`src/rtl/fetch_stage.sv`:
```
// Instruction-fetch stage: owns the PC, issues in-order imem requests under a credit limit,
// and buffers tagged responses in a small FIFO that serves as the IF/ID register.
module fetch_stage #(
  parameter logic [31:0] RESET_PC   = 32'h8000_0000,
  parameter int          FIFO_DEPTH = 4
) (
  input  logic        clk,
  input  logic        rst,
  input  logic [32:0] br_data,
  output logic        imem_req_valid,
  input  logic        imem_req_ready,
  output logic [31:0] imem_req_addr,
  input  logic        imem_rsp_valid,
  input  logic [31:0] imem_rsp_data,
  output logic        fs_valid,
  input  logic        fs_ready,
  output logic [63:0] fs_ds_data
);
  localparam int AW = $clog2(FIFO_DEPTH);
  localparam int CW = AW + 1;
  localparam logic [CW:0] CREDIT_LIM = (CW+1)'(FIFO_DEPTH);

  typedef enum logic {RUN, FLUSH} state_t;

  state_t        state, state_next;
  logic [31:0]   pc;
  logic [CW-1:0] outstanding, drop_cnt, drop_next, count;
  logic [AW-1:0] wr_ptr, rd_ptr, tag_wr, tag_rd;
  logic [63:0]   fifo_mem [FIFO_DEPTH];
  logic [31:0]   tag_mem  [FIFO_DEPTH];
  logic [CW:0]   credit_used;
  logic          req_fire, deq, redirect, push;

  assign redirect    = br_data[0];
  assign fs_valid    = !rst && (count != '0);
  assign fs_ds_data  = fs_valid ? fifo_mem[rd_ptr] : '0;
  assign deq         = fs_valid && fs_ready;
  // Entries already buffered and requests still in flight share the same FIFO_DEPTH credit pool.
  assign credit_used = {1'b0, outstanding} + {1'b0, count} - {{CW{1'b0}}, deq};
  assign imem_req_valid = !rst && !redirect && (credit_used < CREDIT_LIM);
  assign imem_req_addr  = pc;
  assign req_fire    = imem_req_valid && imem_req_ready;
  assign push        = imem_rsp_valid && (state == RUN) && !redirect;

  always_comb begin
    state_next = state;
    drop_next  = drop_cnt;
    if (redirect) begin
      // Every request still in flight belongs to the abandoned path.
      drop_next  = outstanding - CW'(imem_rsp_valid);
      state_next = (drop_next != '0) ? FLUSH : RUN;
    end else if (state == FLUSH && imem_rsp_valid) begin
      drop_next = drop_cnt - 1'b1;
      if (drop_cnt == CW'(1)) state_next = RUN;
    end
  end

  always_ff @(posedge clk) begin
    if (rst) begin
      state       <= RUN;
      pc          <= RESET_PC;
      outstanding <= '0;
      drop_cnt    <= '0;
      count       <= '0;
      wr_ptr      <= '0;
      rd_ptr      <= '0;
      tag_wr      <= '0;
      tag_rd      <= '0;
    end else begin
      assert (!(push && count == CW'(FIFO_DEPTH)));
      state    <= state_next;
      drop_cnt <= drop_next;
      if (req_fire && !imem_rsp_valid)      outstanding <= outstanding + 1'b1;
      else if (!req_fire && imem_rsp_valid) outstanding <= outstanding - 1'b1;
      if (redirect) begin
        pc     <= br_data[32:1] & 32'hFFFF_FFFC;
        count  <= '0;
        wr_ptr <= '0;
        rd_ptr <= '0;
        tag_wr <= '0;
        tag_rd <= '0;
      end else begin
        if (req_fire) begin
          pc     <= pc + 32'd4;
          tag_wr <= tag_wr + 1'b1;
        end
        if (push) begin
          wr_ptr <= wr_ptr + 1'b1;
          tag_rd <= tag_rd + 1'b1;
        end
        if (deq) rd_ptr <= rd_ptr + 1'b1;
        count <= count + CW'(push) - CW'(deq);
      end
    end
  end

  always_ff @(posedge clk) begin
    if (req_fire) tag_mem[tag_wr] <= pc;
    if (push)     fifo_mem[wr_ptr] <= {imem_rsp_data, tag_mem[tag_rd]};
  end

endmodule

```
`config.mk`:
```
export PLATFORM = sky130hd
export DESIGN_NAME = fetch_stage
export DESIGN_NICKNAME = d
export VERILOG_FILES = /design/src/rtl/fetch_stage.sv
export SDC_FILE = /design/constraint.sdc
export NUM_CORES = 1
export LEC_CHECK = 0
export BUFFER_PORTS_ARGS = -buffer_cell sky130_fd_sc_hd__buf_2
export CORE_UTILIZATION = 30
export CTS_CLUSTER_DIAMETER = 120
export DETAILED_ROUTE_END_ITERATION = 8
export PLACE_DENSITY = 0.49
export SLEW_MARGIN = 5
export SYNTH_ARGS = -nofsm -noshare
export SYNTH_HDL_FRONTEND = slang
export SYNTH_SLANG_ARGS = --single-unit
```
`constraint.sdc`:
```
create_clock -name clk -period 10.2 [get_ports clk]
set_input_delay 2.04 -clock clk [delete_from_list [all_inputs] [get_ports clk]]
set_output_delay 2.04 -clock clk [all_outputs]
set_load 0.05 [all_outputs]
```
==> impl_metrics.csv <==
group,metric,value,unit
floorplanning,die_w,238,microns
worst_setup_path,crit_slowest_cell,"or4_1",
placement,place_ws,3700,ps
power,total_power,3.97,mW
worst_setup_path,crit_path_end_kind,"output pin",
detailed_routing,finalWirelength,37800,microns
clock_tree,clock_sinks,420,
worst_setup_path,path_buf_inv,2,
clock_tree,clock_latency,570,ps
power,vdd_drop_max,0.113,mV
timing,hold_violations,0,
global_routing,grt_pass1_wl,57400,microns
detailed_routing,routed_via_density,4.67,
global_routing,grt-ovfl-total,0,
placement,dpl.cell_count,1799,
power,p_seq_frac,0.495,
clock_tree,postCtsSetupBuffers,0,
placement,gp_congestion,0.776,
global_routing,grt_max_degree,66,
power,clkPwrFrac,0.439,
worst_setup_path,cp.arrival,4450,ps
clock_tree,cts_buffer_depth,3,
floorplanning,start_util,0.304,
logic_synthesis,yosysTopAreaCellShare,0.660,
detailed_routing,wl_per_cell,20.1,microns
worst_setup_path,cp_max_fo,23,
clock_tree,clkTransAtPathRegs,60,ps
timing,finalCriticalPeriod,6490,ps
finish,final_net_count,1190,
global_routing,grt_use_total,0.135,
clock_tree,tritoncts,"done",
timing,maxSlewHeadroom,0.261,
clock_tree,numCtsBuffers,46,
timing,setup_viol,0,
power,p_sw,896,uW
logic_synthesis,synth_area,16800,sq um
clock_tree,cts_max_level,2,
timing,rsz0062_at_grt,"false",
clock_tree,cts-resized-gates,0,
finish,final_cells,1883,
timing,tns,0,ps
clock_tree,hold_buffers,0,
worst_hold_path,hold_class,"flop to flop",
finish,fin_util,0.362,
finish,antennaDiodeCount,0,
power,power_switching_share,0.226,
placement,post-dp-hpwl,22300,microns
finish,drive_gt1_frac,0.323,
logic_synthesis,seq_area_frac_synth,0.722,
floorplanning,num_rows,86,
detailed_routing,first_pass_iters,5,
timing,max_freq,154,MHz
worst_setup_path,worst_ep_required_time,8160,ps
power,leakage,6.71,nW
power,power_frac_comb,0.066,
logic_synthesis,synthFlopType,"edfxtp_1",
logic_synthesis,synth_cell_types,57,
logic_synthesis,synth_cells,926,
timing,finClkSkew,19.7,ps
clock_tree,root_buffer,"clkbuf_16",
floorplanning,core,55100,sq um
power,powerDensity,199,nW/um^2
detailed_routing,via_count,8792,
logic_synthesis,postSynthAreaPerCell,18.1,sq um
floorplanning,die_h,238,microns
worst_setup_path,crit_path_start_kind,"input pin",
power,internal-power,3.07,mW
timing,layout_setup_ws,3710,ps
logic_synthesis,synth.area.top_cells,"edfxtp_1 (66%), mux4_2 (12%), dfxtp_1 (6.2%), and2_1 (2.7%), ha_1 (1.4%)",
logic_synthesis,synth_top_cell_by_area,"edfxtp_1",
run_status,status,"finished, final reports clean",
timing,slew_viol_final,0,
floorplanning,io_pins,168,
worst_setup_path,slowest_delay,550,ps
worst_setup_path,cp_top_family,"simple AND/OR/NAND/NOR gates",
logic_synthesis,yosysWarnings,0,
job,drv_cap,0,
logic_synthesis,async_flop_share,0,
detailed_routing,drc,0,
detailed_routing,drtIter0Drc,464,
global_routing,antenna_found_initial,0,
logic_synthesis,synth_seq_cells,420,
detailed_routing,ant_nets,0,
floorplanning,die-area,56800,sq um
global_routing,grt_pass1_vias,9111,
timing,fin_crit_sh,0.637,
worst_setup_path,path_class,"input pin to output pin",
worst_setup_path,crit_chain,"buf_2 -> nand2b_4 -> or3_4 -> ha_1 -> nand2_1 -> or4_1 -> nand4b_2 -> nand2_1 -> buf_2",
timing,worst_pin_slew,1100,ps
placement,io_buffers,161,
finish,area_growth_syn_to_layout,19.2,%
logic_synthesis,synth_edf_count,368,
-- power by group through the flow --
stage          clock, mW  combinational [mW]  sequential, mW
2_1_floorplan          0               0.159            2.01
3_3_place_gp           0               0.262            2.00
3_5_place_dp           0               0.265            2.00
4_1_cts             1.80               0.266            1.96
5_1_grt             1.86               0.285            1.97
6_report            1.74               0.261            1.96
-- cells by family after synthesis --
kind of cell,share of synthesized area
buf+inv,0.0208
mux,0.126
xor+xnor,0.00836
flops,0.722
other cells,0.000224
compound gates,0.0383
simple gates,0.0684
fa+ha+maj,0.0166
-- layer usage --
metal | wire length (microns) | track usage | up-vias | part of all wire
li1 | - | - | 4013 | -
met1 | 17300 | 0.182 | 4517 | 0.46
met2 | 18000 | 0.221 | 205 | 0.48
met3 | 1640 | 0.0226 | 57 | 0.043
met4 | 876 | 0.0486 | 0 | 0.023
met5 | 0 | 0 | - | 0
-- worst paths after layout --
path,startpoint,end,slack [ps],cells after the start
hold reg to reg,tag_wr[1],tag_wr[1],500,2
hold / removal,tag_wr[1],tag_wr[1],500,2
setup / recovery,rst,imem_req_valid,3710,9
setup reg to reg,count[1],outstanding[2],5980,14
-- layout make-up --
class	instances	area [sq um]
clock buffers	55	1230
clock inverters	29	364
fillers	5238	35100
inverters	31	116
multi-input cells	430	4350
flip-flops and latches	420	12100
well taps	748	936
repair buffers	170	873
-- cell usage in the layout, fill, tap and decap left out, types with 3 or more instances in the layout --
| master | Yosys | final |
|---|---|---|
| inv_1 | 30 | 30 |
| mux4_2 | 92 | 92 |
| buf_4 | 5 | 9 |
| dfxtp_1 | 52 | 48 |
| conb_1 | 1 | 4 |
| a21o_1 | 6 | 6 |
| edfxtp_1 | 368 | 368 |
| ha_1 | 19 | 19 |
| and4_1 | 5 | 5 |
| nand2_1 | 30 | 30 |
| and2_4 | 0 | 4 |
| a21oi_1 | 22 | 21 |
| a31oi_1 | 6 | 6 |
| clkinv_1 | 0 | 4 |
| buf_2 | 9 | 161 |
| clkinvlp_4 | 0 | 5 |
| clkbuf_1 | 27 | 6 |
| or3_1 | 10 | 10 |
| nor2_1 | 30 | 30 |
| o21ai_0 | 12 | 12 |
| and3_1 | 5 | 5 |
| nand3_1 | 24 | 24 |
| xor2_1 | 6 | 6 |
| nand4_1 | 5 | 5 |
| a32oi_1 | 9 | 9 |
| clkbuf_16 | 0 | 47 |
| and2_2 | 0 | 4 |
| and2_1 | 73 | 65 |
| or2_2 | 5 | 5 |
| a211oi_1 | 5 | 5 |
| clkinv_2 | 0 | 9 |
| a221o_1 | 7 | 7 |
| bufinv_16 | 0 | 8 |
| a22oi_1 | 3 | 3 |
| nor3_1 | 10 | 10 |
| xnor2_1 | 10 | 10 |
-- synth_stat cells, drive strengths merged (6+ instances only) --
master  count
ha         19
or3        11
xor2        6
buf        21
xnor2      10
clkbuf     27
a221o       7
a31oi       6
and2       73
nor2       32
edfxtp    368
nor3       11
inv        31
or2         6
o21ai      12
a21oi      22
nand2      30
dfxtp      52
a32oi       9
a21o        7
nand3      24
mux4       92
-- worst min-delay path, stage by stage (launching register included) --
cell and delay, ps:
dfxtp_1 340, nand2_1 60, a21oi_1 50
-- stage by stage --
step / instance area (sq um) / hold slack (ps)
final: 20000 / 499
after global routing: 20000 / 537
after CTS: 20000 / 502
after detailed placement: 18400 / 494
after global placement: 18400 / 481
after floorplan: 16800 / 469
-- state kept, by name (all words and copies together) (netlist names), named ones only --
name and flops:
wr_ptr 2, tag_mem 120, rd_ptr 2, tag_rd 2, fifo_mem 248, state 1, count 3, imem_req_addr 30
outstanding 3, tag_wr 2, drop_cnt 3
Power figures use the tool's default switching activity.
